File: src/rtl/disp_scan_ctrl.sv
// disp_scan_ctrl: 8-digit multiplexed display scanner. A load is held in a pending buffer
// and committed only at a frame boundary, so that no frame shows a mix of old and new data.
module disp_scan_ctrl #(
    parameter int SCAN_DIV = 50000
) (
    input  logic        clk,
    input  logic        rst,
    input  logic [31:0] data_in,
    input  logic [7:0]  point_in,
    input  logic [7:0]  le_in,
    input  logic        lz_blank,
    input  logic        load,
    output logic        load_ack,
    output logic [7:0]  AN,
    output logic [3:0]  hex,
    output logic        LE,
    output logic        point,
    output logic        frame_done
);
    localparam int PW = $clog2(SCAN_DIV);

    logic [PW-1:0] presc_q, presc_d;
    logic [2:0]    idx_q, idx_d;
    logic [31:0]   act_data_q, act_data_d, pend_data_q, pend_data_d;
    logic [7:0]    act_pt_q, act_pt_d, act_le_q, act_le_d;
    logic [7:0]    pend_pt_q, pend_pt_d, pend_le_q, pend_le_d;
    logic          pend_v_q, pend_v_d;
    logic [7:0]    an_q, an_d;
    logic [3:0]    hex_q, hex_d;
    logic          le_q, le_d, pt_q, pt_d, fd_q, ack_q;
    logic          tick, bnd, commit, lz_hit;

    always_comb begin
        tick        = presc_q == PW'(SCAN_DIV - 1);
        bnd         = tick && idx_q == 3'd7;
        presc_d     = tick ? '0 : presc_q + 1'b1;
        idx_d       = tick ? idx_q + 3'd1 : idx_q;
        // A load landing on the boundary goes straight to the active set and wins over any pending one
        commit      = bnd && (load || pend_v_q);
        act_data_d  = !commit ? act_data_q : load ? data_in  : pend_data_q;
        act_pt_d    = !commit ? act_pt_q   : load ? point_in : pend_pt_q;
        act_le_d    = !commit ? act_le_q   : load ? le_in    : pend_le_q;
        pend_data_d = load ? data_in  : pend_data_q;
        pend_pt_d   = load ? point_in : pend_pt_q;
        pend_le_d   = load ? le_in    : pend_le_q;
        pend_v_d    = bnd ? 1'b0 : (load || pend_v_q);
        lz_hit      = lz_blank && idx_q != 3'd0 && (act_data_q >> {idx_q, 2'b00}) == 32'd0;
        an_d        = ~(8'd1 << idx_q);
        hex_d       = act_data_q[{idx_q, 2'b00} +: 4];
        le_d        = act_le_q[idx_q] || lz_hit;
        pt_d        = act_pt_q[idx_q];
    end

    always_ff @(posedge clk) begin
        if (rst) begin
            presc_q     <= '0;
            idx_q       <= '0;
            act_data_q  <= '0;
            act_pt_q    <= '0;
            act_le_q    <= '0;
            pend_data_q <= '0;
            pend_pt_q   <= '0;
            pend_le_q   <= '0;
            pend_v_q    <= 1'b0;
            an_q        <= 8'hFF;
            hex_q       <= '0;
            le_q        <= 1'b1;
            pt_q        <= 1'b0;
            fd_q        <= 1'b0;
            ack_q       <= 1'b0;
        end else begin
            presc_q     <= presc_d;
            idx_q       <= idx_d;
            act_data_q  <= act_data_d;
            act_pt_q    <= act_pt_d;
            act_le_q    <= act_le_d;
            pend_data_q <= pend_data_d;
            pend_pt_q   <= pend_pt_d;
            pend_le_q   <= pend_le_d;
            pend_v_q    <= pend_v_d;
            an_q        <= an_d;
            hex_q       <= hex_d;
            le_q        <= le_d;
            pt_q        <= pt_d;
            fd_q        <= bnd;
            ack_q       <= commit;
        end
    end

    assign AN         = an_q;
    assign hex        = hex_q;
    assign LE         = le_q;
    assign point      = pt_q;
    assign frame_done = fd_q;
    assign load_ack   = ack_q;
endmodule

File: config.mk
export PLATFORM = sky130hd
export DESIGN_NAME = disp_scan_ctrl
export DESIGN_NICKNAME = d
export VERILOG_FILES = /design/src/rtl/disp_scan_ctrl.sv
export SDC_FILE = /design/constraint.sdc
export NUM_CORES = 1
export LEC_CHECK = 0
export ABC_AREA = 0
export ABC_CLOCK_PERIOD_IN_PS = 2400
export BUFFER_PORTS_ARGS = -buffer_cell sky130_fd_sc_hd__buf_2
export CORE_ASPECT_RATIO = 0.6
export CORE_MARGIN = 3
export CORE_UTILIZATION = 40
export DETAILED_ROUTE_END_ITERATION = 8
export PLACE_DENSITY = 0.69
export SYNTH_ARGS = -nofsm -noshare
export SYNTH_HDL_FRONTEND = slang
export SYNTH_SLANG_ARGS = --single-unit
File: constraint.sdc
create_clock -name clk -period 2.4 [get_ports clk]
set_clock_uncertainty 0.15 [all_clocks]
set_input_delay 0.12 -clock clk [delete_from_list [all_inputs] [get_ports clk]]
set_output_delay 0.12 -clock clk [all_outputs]
set_load 0.01 [all_outputs]
## Yosys cells after proc, flatten, opt, wreduce, memory -nomap -nowiden

Index checks and enable logic that the tools add are counted.

- Shift-type cells: 3
- Add/subtract/negate cells: 2
- Equal/unequal tests: 2
- Muxes and demuxes: 7
- $lt $le $gt $ge: 1
- Reduce and logical (&&, ||, !) cells: 10
- Bitwise logic cells: 1

Operator list:

| operator | number |
|---|---|
| logical NOT 32 bit | 1 |
| two-way mux 32 bit | 1 |
| variable part select 32 x 6 -> 4 bit | 1 |
| right shift 32 x 5 -> 32 bit | 1 |
| adder 16 x 1 -> 16 bit (second input constant) | 1 |
| == test 16 bit (second input constant) | 1 |
| two-way mux 8 bit | 2 |
| NOT 8 bit | 1 |
| left shift 1 x 3 -> 8 bit (first input constant) | 1 |
| binary-select mux 1 bit (select 3 bit) | 2 |
| logical AND 1 bit | 4 |
| < comparator 3 x 4 -> 1 bit (second input constant) | 1 |
| OR reduction 2 bit | 2 |
| adder 3 x 1 -> 3 bit (second input constant) | 1 |
| == test 3 bit (second input constant) | 1 |
| nonzero test 3 bit | 1 |
| logical OR 1 bit | 2 |
| two-way mux 1 bit | 2 |

- Word-level logic and storage cells: 41
- Input port bits: 52
- Register bits: 132

## Logic depth before layout (Yosys ltp)

- Depth in word-level cells: 4
- Mapped depth: 9
- Depth with buffers taken out: 8

## Worst setup path before layout

OpenSTA, ideal clock, no wires.

- Kind: reg2reg
- Start: reg idx_q[1]
- End: reg le_q, in the netlist LE
- Slack: -0.020 ns
- Cell stages (with the launch flop): 10
- Data arrival time: 2.192 ns
- Buffers on the path: 1
- Setup time: 0.078 ns
- Cell sequence: dfxtp_1 clkbuf_1 inv_1 ha_1 nand2b_1 o311ai_0 a311oi_1 nand3_1 or4_1 a32oi_1

- Cells in the longest elaborated chain, start to end: 4

Ends and longest elaborated chain:

| element | RTL line | text |
|---|---|---|
| from (decl) | 23 | `logic [2:0] idx_q, idx_d;` |
| from (signal assigned) | 73 | `idx_q <= idx_d;` |
| right shift 32 x 5 -> 32 bit / nonzero test 3 bit (equally long branches) | 47 | `lz_hit = lz_blank && idx_q != 3'd0 && (act_data_q >> {idx_q, 2'b00}) == 32'd0;` |
| logical NOT 32 bit / logical AND 1 bit (equally long branches) | 47 |  |
| logical AND 1 bit | 47 |  |
| logical OR 1 bit * | 50 | `le_d = act_le_q[idx_q] \|\| lz_hit;` |
| to (signal assigned) | 83 | `le_q <= le_d;` |
| to (decl) | 30 | `logic le_q, le_d, pt_q, pt_d, fd_q, ack_q;` |

Mark *: on every way between the ends. The rest lies on a longest branch, timed or not. The select of a mux whose other input is x is not followed.
A chain may end at the register's enable or synchronous reset.

## Worst setup path after layout

- Start: reg idx_q[0]
- End: reg le_q, in the netlist LE

The elaborated chain is that of the path after synthesis.

==> run metrics <==
# diodes=0; Max Fclk=410 MHz; Final Cell Area=7420 um2; Final ANT Viol Nets=0; clock sink count=132; Post-synth EDFFs=0; number of global-route vias before repair=4,136; commonest non-fill, non-tap cell in the layout=dfxtp_1; Initial Utilization=42.3%; Placer Congestion=0.948; Final Hold Violating Endpoints=0; first-pass GRT wire length=20,700 um; commonest cells after routing, fill and taps aside=130 x dfxtp_1, 128 x nor2_1, 66 x buf_2, 51 x mux2i_1, 48 x dlygate4sd3_1; WL final=13,800 um; Die Y=94.9 um; GR Overflow Total=0; TNS Setup=-0.0412 ns; Syn Inst Count=531; Hold Path Class=primary input to register; Power Density=710 nW/um2; final max-slew violation count=0; nets@finish=741; CTS Buf Count=17; CP Capture Type=register; Worst Setup Slack, final=-0.0412 ns; RSZ-0062 raised after global routing=yes; Critical Path RT=2.58 ns; Hold WS=0.107 ns; Crit Path Class=register to register; Avg Synthesized Cell Area=9.91 um2; Crit Path Max Fanout=5; sequential fraction of the synthesis area=50.2%; Placed Area=5910 um2; GRT Overall Usage=17.8%; failing checks=setup timing; Cell Area, Synth=5260 um2; type of origin of the critical path=register; Data arrival, critical path=2.62 ns; DP Wirelength=8280 um; DP Worst Slack=-0.124 ns; Area growth syn-to-layout=40.9%; top_reg_cell synth=dfxtp_1; htree depth=4; CTS tree=done; Final period util=102%; Core Box Area=12,500 um2; DR vias/cell=5.16; outcome=finished, violations left; max-cap violation count=0; Horiz. Die Dim=154 um; fin crit period=2.44 ns; clock tree buffer depth=2; clk_lat worst skew=0.41 ns; num rows=31; Boundary Pins=68; Worst-Margin Slew=0.764 ns; I/O Buffers=67; Synth Warn #=0; largest net degree at the start of global routing=76; DRC=0; setup violators final=1; Pre-antenna DRT Iters=5; initial antenna violation count=0; share of layout cells above drive strength 1=26.2%; WL/cell=16.1 um; post-synth cell types=44; Async S/R FF share, synth=0%; leakage power=0.00301 uW; die outline area=14,600 um2; Clock transition at path regs=0.06 ns; Slew HR=49.1%; synthesized flop and latch total=132; Synth Net Count=590; Max rail drop VDD=0.572 mV; via count=4,441; drt first-iter violations=345; clk root buf=clkbuf_16
## power by group
group | total [uW] | internal, uW | switching (uW)
sequential | 2260 | 2250 | 15.4
combinational | 280 | 140 | 139
clock | 2720 | 1750 | 972
## flip-flops by register name, indices dropped and copies added, names as in the netlist
register and cells:
act_data_q 32, pend_v_q 1, point 1, LE 1, load_ack 1, presc_q 16, act_le_q 8, pend_data_q 32
frame_done 1, idx_q 3, AN 8, act_pt_q 8, pend_le_q 8, hex 4, pend_pt_q 8
## routing by layer
metal / GRT usage [%] / wire length (um)
met5: 0 / 0
met4: 5.80 / 181
met3: 5.36 / 1010
met2: 25.0 / 5850
met1: 25.9 / 6760
## cell usage after synthesis (all sizes together), types with 3 or more instances
master | n | area share [%]
o21ai | 5 | 0.48
a21oi | 10 | 0.95
nor2 | 132 | 9.5
clkbuf | 18 | 1.3
ha | 7 | 1.7
xor2 | 7 | 1.2
o31ai | 3 | 0.43
nor4 | 5 | 0.88
nor3 | 12 | 1.1
mux4 | 12 | 5.7
buf | 19 | 1.8
mux2i | 54 | 10
xnor2 | 5 | 0.83
nand2b | 4 | 0.48
inv | 5 | 0.36
dfxtp | 132 | 50
or3 | 7 | 0.83
a211oi | 50 | 7.1
nand3 | 6 | 0.57
nand2 | 17 | 1.3
## path summary, 6_finish.rpt
path	cells after the start	slack, ns	start	endpoint
max	7	-0.04	idx_q[0]$_SDFFE_PP0P_	LE$_SDFF_PP1_
min	2	0.11	rst	pend_le_q[7]$_SDFF_PP0_
max reg2reg	7	-0.04	idx_q[0]$_SDFFE_PP0P_	LE$_SDFF_PP1_
min reg2reg	1	0.30	presc_q[0]$_SDFF_PP0_	presc_q[0]$_SDFF_PP0_
## cell type report
type                       count  area [um2]
clock buffer                  22         484
clock inverter                10         145
fill                        1013        5030
inverter                       5        18.8
multi-input combinational    357        2460
sequential                   132        2650
tap                          165         206
timing repair buffer         169        1450
## worst max-delay path, cell delays in order (launching register included)
cell     delay, ns
dfxtp_4       0.36
buf_6         0.11
mux4_1        0.57
mux2i_2       0.21
and4_1        0.24
nand3_1       0.09
or4_1         0.48
a32oi_1       0.16
## per-stage QoR
step                      total power, uW  std cells  util, %
after global routing                 5440        860     59.6
after CTS                            5310        843     56.9
after detailed placement             2530        756     47.5
after floorplan                      2440        531        -
final                                5260        860     59.6
after global placement               2520        756     47.5
## timing repair
| action | 4_1_cts | 5_1_grt |
|---|---|---|
| hold endpoints to repair | 81 | 0 |
| endpoints found under the setup margin | 3 | 49 |
| pin swaps | 3 | 26 |
| hold buffers | 48 | 0 |
| gates resized for setup | 7 | 24 |
| setup buffers | 7 | 8 |
| gates cloned | 0 | 9 |
## kinds of logic (layout without fill, tap and decap cells)
| family | after synthesis | after routing | share of synthesized area (%) |
|---|---|---|---|
| multiplexers | 66 | 66 | 16.0 |
| adder cells (fa/ha/maj) | 7 | 7 | 1.66 |
| buffers and inverters | 42 | 206 | 3.45 |
| AO/OA/AOI/OAI | 76 | 76 | 10.2 |
| AND/OR/NAND/NOR | 196 | 196 | 16.5 |
| XOR/XNOR | 12 | 12 | 2.00 |
| flip-flops | 132 | 132 | 50.2 |
No activity file was read; power rests on OpenSTA's default activity.
